$ cat config.mk
export PLATFORM = sky130hd
export DESIGN_NAME = audio_mixer_pwm_flat
export DESIGN_NICKNAME = d
export VERILOG_FILES = /design/src/rtl/audio_mixer_pwm_if.sv /design/src/rtl/audio_mixer_pwm.sv /design/src/flat_wrapper.sv
export SDC_FILE = /design/constraint.sdc
export NUM_CORES = 1
export LEC_CHECK = 0
export ABC_CLOCK_PERIOD_IN_PS = 10200
export BUFFER_PORTS_ARGS = -buffer_cell sky130_fd_sc_hd__buf_2
export CAP_MARGIN = 25
export CORE_MARGIN = 4
export CORE_UTILIZATION = 60
export DETAILED_ROUTE_END_ITERATION = 10
export GPL_ROUTABILITY_DRIVEN = 0
export HOLD_SLACK_MARGIN = 0.05
export PLACE_DENSITY = 0.81
export SYNTH_ARGS = -nofsm -noshare
export SYNTH_HDL_FRONTEND = slang
export SYNTH_SLANG_ARGS = --single-unit
$ cat constraint.sdc
create_clock -name i_clk -period 10.2 [get_ports i_clk]
set_input_delay 0.51 -clock i_clk [delete_from_list [all_inputs] [get_ports i_clk]]
set_output_delay 0.51 -clock i_clk [all_outputs]
set_load 0.01 [all_outputs]
$ cat src/rtl/audio_mixer_pwm_if.sv
`default_nettype none
// ============================================================================
// Module      : audio_mixer_pwm_if
// Description : Channel-sample / volume / mute / PWM-top inputs and the PWM
//               status outputs of audio_mixer_pwm, bundled as one interface.
//               master = channel-generator side, slave = the mixer.
// Revision    : 1.0 - initial release
// ============================================================================
interface audio_mixer_pwm_if #(
    parameter int NUM_CH = 4,
    parameter int IN_W   = 9,
    parameter int VOL_W  = 4,
    parameter int TOP_W  = 9
) ();
    logic [NUM_CH*IN_W-1:0]  i_ch_sample;
    logic [NUM_CH*VOL_W-1:0] i_ch_vol;
    logic [NUM_CH-1:0]       i_ch_mute;
    logic [TOP_W-1:0]        i_top;
    logic                    o_pwm;
    logic                    o_cycle_end;
    logic [TOP_W:0]          o_compare;
    logic                    o_clip;
    logic                    o_overrun;

    modport master (
        output i_ch_sample, i_ch_vol, i_ch_mute, i_top,
        input  o_pwm, o_cycle_end, o_compare, o_clip, o_overrun
    );

    modport slave (
        input  i_ch_sample, i_ch_vol, i_ch_mute, i_top,
        output o_pwm, o_cycle_end, o_compare, o_clip, o_overrun
    );
endinterface
`default_nettype wire

$ cat src/rtl/audio_mixer_pwm.sv
`default_nettype none
// ============================================================================
// Module      : audio_mixer_pwm
// Description : Time-multiplexed NUM_CH-channel mixer (one multiply per clock)
//               with per-channel volume/mute, saturation to the PWM range and
//               a programmable-period PWM DAC. Inputs sampled at one period
//               end are applied at the next period end.
//               Optional feature macro: MIXER_DITHER_EN (error-feedback
//               residue on the truncated mix).
// Revision    : 1.0 - initial release
// ============================================================================
module audio_mixer_pwm #(
    parameter int NUM_CH    = 4,
    parameter int IN_W      = 9,
    parameter int VOL_W     = 4,
    parameter int TOP_W     = 9,
    parameter int TOP_RESET = 255
) (
    input  wire logic         i_clk,
    input  wire logic         i_rst_n,
    audio_mixer_pwm_if.slave  bus
);
    localparam int C_IDX_W  = (NUM_CH > 1) ? $clog2(NUM_CH) : 1;
    localparam int C_ACC_W  = IN_W + VOL_W + $clog2(NUM_CH) + 1;
    localparam int C_PROD_W = IN_W + VOL_W + 1;
    localparam int C_MIX_W  = C_ACC_W - VOL_W;
    localparam int C_CMP_W  = (C_MIX_W > TOP_W + 1) ? C_MIX_W : TOP_W + 1;

    localparam logic [C_IDX_W-1:0] C_IDX_LAST = C_IDX_W'(NUM_CH - 1);
    localparam logic [C_IDX_W-1:0] C_IDX_ONE  = C_IDX_W'(1);
    localparam logic [TOP_W-1:0]   C_CNT_ONE  = TOP_W'(1);
    localparam logic [TOP_W:0]     C_LIM_ONE  = (TOP_W + 1)'(1);
    localparam logic [VOL_W:0]     C_VOL_ONE  = (VOL_W + 1)'(1);

    typedef enum logic [1:0] {
        S_IDLE  = 2'd0,
        S_ACCUM = 2'd1,
        S_CLAMP = 2'd2
    } state_t;

    state_t r_state;
    state_t w_state_next;

    logic [TOP_W-1:0]   r_cnt;
    logic [TOP_W-1:0]   r_top_q;
    logic               r_pwm;
    logic [TOP_W:0]     r_compare;
    logic [TOP_W:0]     r_pending;
    logic               r_pending_valid;
    logic               r_clip;
    logic               r_overrun;
    logic [IN_W-1:0]    r_smp  [NUM_CH];
    logic [VOL_W-1:0]   r_vol  [NUM_CH];
    logic [NUM_CH-1:0]  r_mute;
    logic [C_IDX_W-1:0] r_idx;
    logic [C_ACC_W-1:0] r_acc;

    logic                w_cycle_end;
    logic                w_busy;
    logic [VOL_W:0]      w_vol_p1;
    logic [C_PROD_W-1:0] w_prod;
    logic [C_PROD_W-1:0] w_term;
    logic [C_ACC_W-1:0]  w_acc_add;
    logic [C_MIX_W-1:0]  w_mix;
    logic [C_CMP_W-1:0]  w_mix_x;
    logic [TOP_W:0]      w_lim;
    logic [C_CMP_W-1:0]  w_lim_x;
    logic                w_sat;
    logic [TOP_W:0]      w_result;

    assign w_cycle_end = (r_cnt == r_top_q);
    assign w_busy      = (r_state != S_IDLE);

    // Single shared multiplier: the channel selected by r_idx, gain = vol+1.
    assign w_vol_p1  = {1'b0, r_vol[r_idx]} + C_VOL_ONE;
    assign w_prod    = {{(VOL_W + 1){1'b0}}, r_smp[r_idx]} * {{IN_W{1'b0}}, w_vol_p1};
    assign w_term    = r_mute[r_idx] ? '0 : w_prod;
    assign w_acc_add = r_acc + {{(C_ACC_W - C_PROD_W){1'b0}}, w_term};

`ifdef MIXER_DITHER_EN
    // Fraction lost by the shift is carried into the next mix.
    logic [VOL_W-1:0]   r_residue;
    logic [C_ACC_W-1:0] w_sum;
    assign w_sum = r_acc + {{(C_ACC_W - VOL_W){1'b0}}, r_residue};
    assign w_mix = w_sum[C_ACC_W-1:VOL_W];
`else
    assign w_mix = r_acc[C_ACC_W-1:VOL_W];
`endif

    // Full-scale compare is top+1 (output permanently high).
    assign w_mix_x  = C_CMP_W'(w_mix);
    assign w_lim    = {1'b0, r_top_q} + C_LIM_ONE;
    assign w_lim_x  = C_CMP_W'(w_lim);
    assign w_sat    = (w_mix_x > w_lim_x);
    assign w_result = w_sat ? w_lim : w_mix_x[TOP_W:0];

    // PWM counter, period register and registered comparator output.
    always_ff @(posedge i_clk) begin
        if (!i_rst_n) begin
            r_cnt   <= '0;
            r_top_q <= TOP_W'(TOP_RESET);
            r_pwm   <= 1'b0;
        end else begin
            r_pwm <= ({1'b0, r_cnt} < r_compare);
            if (w_cycle_end) begin
                r_cnt   <= '0;
                r_top_q <= bus.i_top;
            end else begin
                r_cnt <= r_cnt + C_CNT_ONE;
            end
        end
    end

    // Sequencer state register.
    always_ff @(posedge i_clk) begin
        if (!i_rst_n) begin
            r_state <= S_IDLE;
        end else begin
            r_state <= w_state_next;
        end
    end

    // Next-state: a period end always (re)starts a mix from a fresh snapshot.
    always_comb begin
        w_state_next = r_state;
        case (r_state)
            S_IDLE: begin
                if (w_cycle_end) w_state_next = S_ACCUM;
            end
            S_ACCUM: begin
                if (w_cycle_end)              w_state_next = S_ACCUM;
                else if (r_idx == C_IDX_LAST) w_state_next = S_CLAMP;
            end
            S_CLAMP: begin
                w_state_next = w_cycle_end ? S_ACCUM : S_IDLE;
            end
            default: w_state_next = S_IDLE;
        endcase
    end

    // Mix datapath: snapshot, accumulate, clamp, and apply at period end.
    always_ff @(posedge i_clk) begin
        if (!i_rst_n) begin
            for (int k = 0; k < NUM_CH; k++) begin
                r_smp[k] <= '0;
                r_vol[k] <= '0;
            end
            r_mute          <= '0;
            r_acc           <= '0;
            r_idx           <= '0;
            r_pending       <= '0;
            r_pending_valid <= 1'b0;
            r_compare       <= '0;
            r_clip          <= 1'b0;
            r_overrun       <= 1'b0;
`ifdef MIXER_DITHER_EN
            r_residue       <= '0;
`endif
        end else begin
            r_clip    <= 1'b0;
            r_overrun <= w_cycle_end && w_busy;
            if (w_cycle_end) begin
                for (int k = 0; k < NUM_CH; k++) begin
                    r_smp[k] <= bus.i_ch_sample[k*IN_W +: IN_W];
                    r_vol[k] <= bus.i_ch_vol[k*VOL_W +: VOL_W];
                end
                r_mute <= bus.i_ch_mute;
                r_acc  <= '0;
                r_idx  <= '0;
                // An unfinished mix is dropped; only completed results apply.
                if (r_pending_valid) begin
                    r_compare       <= r_pending;
                    r_pending_valid <= 1'b0;
                end
            end else if (r_state == S_ACCUM) begin
                r_acc <= w_acc_add;
                r_idx <= r_idx + C_IDX_ONE;
            end else if (r_state == S_CLAMP) begin
                r_pending       <= w_result;
                r_pending_valid <= 1'b1;
                r_clip          <= w_sat;
`ifdef MIXER_DITHER_EN
                r_residue       <= w_sum[VOL_W-1:0];
`endif
            end
        end
    end

    assign bus.o_pwm       = r_pwm;
    assign bus.o_cycle_end = w_cycle_end;
    assign bus.o_compare   = r_compare;
    assign bus.o_clip      = r_clip;
    assign bus.o_overrun   = r_overrun;
endmodule
`default_nettype wire
$ cat src/flat_wrapper.sv
// flat-port wrapper written by rule: the top's interface ports become plain ports
module audio_mixer_pwm_flat 
#(
    parameter int NUM_CH    = 4,
    parameter int IN_W      = 9,
    parameter int VOL_W     = 4,
    parameter int TOP_W     = 9,
    parameter int TOP_RESET = 255
)
  (i_clk, i_rst_n, bus_i_ch_sample, bus_i_ch_vol, bus_i_ch_mute, bus_i_top, bus_o_pwm, bus_o_cycle_end, bus_o_compare, bus_o_clip, bus_o_overrun);
  audio_mixer_pwm_if #(.NUM_CH(NUM_CH), .IN_W(IN_W), .VOL_W(VOL_W), .TOP_W(TOP_W)) bus_i ();
  input  wire logic i_clk;
  input  wire logic i_rst_n;
  input wire logic [$bits(bus_i.i_ch_sample)-1:0] bus_i_ch_sample;
  input wire logic [$bits(bus_i.i_ch_vol)-1:0] bus_i_ch_vol;
  input wire logic [$bits(bus_i.i_ch_mute)-1:0] bus_i_ch_mute;
  input wire logic [$bits(bus_i.i_top)-1:0] bus_i_top;
  output wire logic [$bits(bus_i.o_pwm)-1:0] bus_o_pwm;
  output wire logic [$bits(bus_i.o_cycle_end)-1:0] bus_o_cycle_end;
  output wire logic [$bits(bus_i.o_compare)-1:0] bus_o_compare;
  output wire logic [$bits(bus_i.o_clip)-1:0] bus_o_clip;
  output wire logic [$bits(bus_i.o_overrun)-1:0] bus_o_overrun;
  assign bus_i.i_ch_sample = bus_i_ch_sample;
  assign bus_i.i_ch_vol = bus_i_ch_vol;
  assign bus_i.i_ch_mute = bus_i_ch_mute;
  assign bus_i.i_top = bus_i_top;
  assign bus_o_pwm = bus_i.o_pwm;
  assign bus_o_cycle_end = bus_i.o_cycle_end;
  assign bus_o_compare = bus_i.o_compare;
  assign bus_o_clip = bus_i.o_clip;
  assign bus_o_overrun = bus_i.o_overrun;
  audio_mixer_pwm #(.NUM_CH(NUM_CH), .IN_W(IN_W), .VOL_W(VOL_W), .TOP_W(TOP_W), .TOP_RESET(TOP_RESET)) u_core (.i_clk(i_clk), .i_rst_n(i_rst_n), .bus(bus_i));
endmodule
==> flow_summary.toml <==
[detailed_routing]
routedLengthMet1_um = 7740
met2RoutedLength_um = 8760
vias = 6174
drt_pre_antenna_iters = 5
drt.antenna.violating_nets = 0
post_drt_via_cell_ratio = 5.97
met3_length_um = 1200
detail_route.drc_violations = 0
routedWlPerCell_um = 17.4
drt_iter0_markers = 487
wirelength_um = 18000
top_layer_used = "met4"

[setup_path]
category_of_the_worst_setup_path_capture_point = "flop"
worst_r2r_setup_slack_ps = 2950
timing.reg2reg.worst_path_depth = 23
critical_path.startpoint_type = "flop"
cp_data_required_time_ps = 10500
critPathArrivalTime_ps = 7550
cp_max_fo = 15
critical_path.reg2reg.endpoint = "u_core.r_acc[13]"
path_class = "reg -> reg"

[power_and_ir_drop]
worst_ir_drop_vdd_mv = 0.112
p_total_mw = 1.20
total_leakage_power_nw = 3.93
power_density_nw_per_um2 = 136

[global_route]
grt_overflow_total = 0
grt_max_degree = 83
grt_pass1_wl_um = 30000
antenna_found_initial = 0
grt_pass1_vias = 6250
global_route.usage.total_pct = 25.5

[cts]
cts_tree = "built"
tritoncts.num_buffers = 17
cts_post_setup_buffers_inserted = 0
cts.sink_count = 120
cts.reportedPaths.clkPinSlew_ps = 60
post_cts_hold_buffer_count = 0
htree_num_levels = 4
cts_resized = 0
clock-root-buffer = "clkbuf_16"
buffers_from_clock_root_to_sink_at_most = 2
worst_skew_pair.late_latency_ps = 420

[floorplanning]
die_area_sq_um = 14800
floorplan.io_pins = 81
die_w_um = 122
floorplan.initialDensity_pct = 61.3
core_sq_um = 12600
row_count = 41
die_height_um = 122

[hold_path]
min_to = "u_core.r_top_q[6]"
min-delay-start = "bus_i_top[6]"
whs_path_depth = 3
worst_hold_path_class = "in -> reg"

[synth]
syn_area_sq_um = 7740
dominantRegCellSynth = "dfxtp_1"
synth_nets = 928
synth_async_sr_flop_share_pct = 0
yosys_warnings = 0
yosys.cell_types.count = 65
synth.ff_latch_count = 120
synth-edff-count = 52
synth-seq-area-share_pct = 37.8
synth_cells = 781
post_synth.cell_area_avg_sq_um = 9.91

[finish]
n_antenna_cell = 0
drive_above_1_share_pct = 17.0
most-common-layout-cells = "80 x buf_2, 72 x nand2_1, 68 x dfxtp_1, 59 x and3_1, 58 x ha_1"
fin_nets = 997
most_common_cell_after_layout_fill_and_taps_aside = "buf_2"
area_growth_syn_to_layout_pct = 13.4

[sta]
report.final.setup_viol = 0
rsz_0062_raised_after_global_routing = "no"
period_needed_ps = 7250
period_share_pct = 71.1
final.setup.tns_ps = 0
timing.max_slew.rel_slack_pct = 38.4
fmaxAchievable_ghz = 0.138
final_max_slew_viol_count = 0
clock-skew-final_ps = 10.4
timing_hold_violations_final = 0
timing_worst_slew_pin_value_ps = 923

[placement]
buffer_ports.inserted = 80
place_hpwl_um = 12900

[flow_run]
maxCapViolCount = 0

[status]
status = "finished, final reports clean"
## power breakdown
group	total (mW)	internal [mW]	switching (mW)
registers	0.514	0.509	0.00500
logic	0.113	0.0486	0.0646
clock network	0.570	0.343	0.227
## kinds of logic after synthesis
group / after synthesis / synth area share, %
muxes: 31 / 5.98
DFF: 120 / 37.8
buffers and inverters: 88 / 5.01
adders and majority gates: 80 / 15.1
AOI/OAI and AO/OA: 134 / 12.3
xor gates and xnor gates: 36 / 4.17
and+or+nand+nor: 292 / 19.7
## through the flow
step                      std cells  util (%)  setup WS [ps]  hold slack, ps  area (sq um)
after floorplan                 781         -           4070             425          7740
after global routing           1035      69.5           2460             318          8770
after detailed placement       1003      65.0           3190             455          8200
after global placement         1003      65.0           3450             442          8200
final                          1035      69.5           2950             310          8770
after CTS                      1035      69.5           3040             297          8770
## state kept, by name (all words and copies together) (netlist names), 2 cells and up, named ones only
| name | count |
|---|---|
| u_core.r_mute | 4 |
| u_core.r_acc | 16 |
| u_core.r_vol | 16 |
| u_core.r_idx | 2 |
| u_core.bus.o_compare | 10 |
| u_core.r_top_q | 9 |
| u_core.r_state | 2 |
| u_core.r_smp | 36 |
| u_core.r_pending | 10 |
| u_core.r_cnt | 9 |
## critical path, cell delays in order, from the launching register on
cell	delay [ps]
dfxtp_1	780
mux2_2	450
o21ai_4	260
inv_1	140
ha_1	250
xor2_1	510
nand2_1	150
fa_1	500
fa_1	520
fa_1	550
inv_1	40
ha_1	320
nor2b_1	170
o31a_1	270
o31a_1	290
o41ai_1	350
xor2_1	190
nor2_1	70
ha_1	370
a21oi_1	240
nand2_1	100
or3_1	320
a32oi_1	200
nor2_1	70
## worst max path at each step
stage                             endpoint  cells after the start  start  slack [ps]
final                     u_core.r_acc[13]                     23   flop        2950
after global routing      u_core.r_acc[13]                     23   flop        2460
after CTS                 u_core.r_acc[13]                     23   flop        3040
after detailed placement  u_core.r_acc[13]                     23   flop        3190
after global placement    u_core.r_acc[13]                     21   flop        3450
after floorplan           u_core.r_acc[13]                     24   flop        4070
## Yosys cell counts, types with 2 or more instances
cell | instances | area [sq um]
nand2_1 | 72 | 270
dfxtp_1 | 68 | 1360
and3_1 | 59 | 369
ha_1 | 58 | 726
inv_1 | 53 | 199
edfxtp_1 | 52 | 1560
nor2_1 | 41 | 154
a21oi_1 | 29 | 145
nand3_1 | 27 | 135
and2_1 | 26 | 163
o21ai_0 | 23 | 115
fa_1 | 22 | 440
clkbuf_1 | 20 | 75.1
xor2_1 | 20 | 175
nor2b_1 | 18 | 113
mux2i_1 | 17 | 170
xnor2_1 | 15 | 131
nor3_1 | 13 | 65.1
mux4_2 | 12 | 270
a21o_1 | 11 | 82.6
a21boi_1 | 10 | 75.1
nand2b_1 | 10 | 62.6
o21a_1 | 10 | 75.1
a211oi_1 | 8 | 60.1
a32o_1 | 7 | 70.1
nand4_1 | 7 | 43.8
or2_2 | 7 | 43.8
buf_2 | 6 | 30.0
a31oi_1 | 5 | 31.3
buf_6 | 5 | 56.3
o21bai_1 | 5 | 37.5
and4_1 | 3 | 26.3
buf_4 | 3 | 22.5
a2111o_1 | 2 | 22.5
a2111oi_0 | 2 | 17.5
a21oi_2 | 2 | 17.5
mux2_2 | 2 | 22.5
o211ai_1 | 2 | 15.0
o31a_1 | 2 | 17.5
or3_1 | 2 | 12.5
## area by class of cell
cell class / instances / area (sq um)
clock buffer: 21 / 484
clock inverter: 11 / 90.1
fill: 959 / 3840
inverter: 54 / 204
multi-input combinational: 573 / 4430
sequential: 120 / 2920
tap: 172 / 215
timing repair buffer: 84 / 430
## per-layer routing
metal,vias to the layer above,global-route usage [%]
met3,39,6.22
li1,2918,-
met5,-,0
met4,0,9.45
met2,242,40.9
met1,2975,33.9
Note: power is estimated with default switching activity, not from simulation.
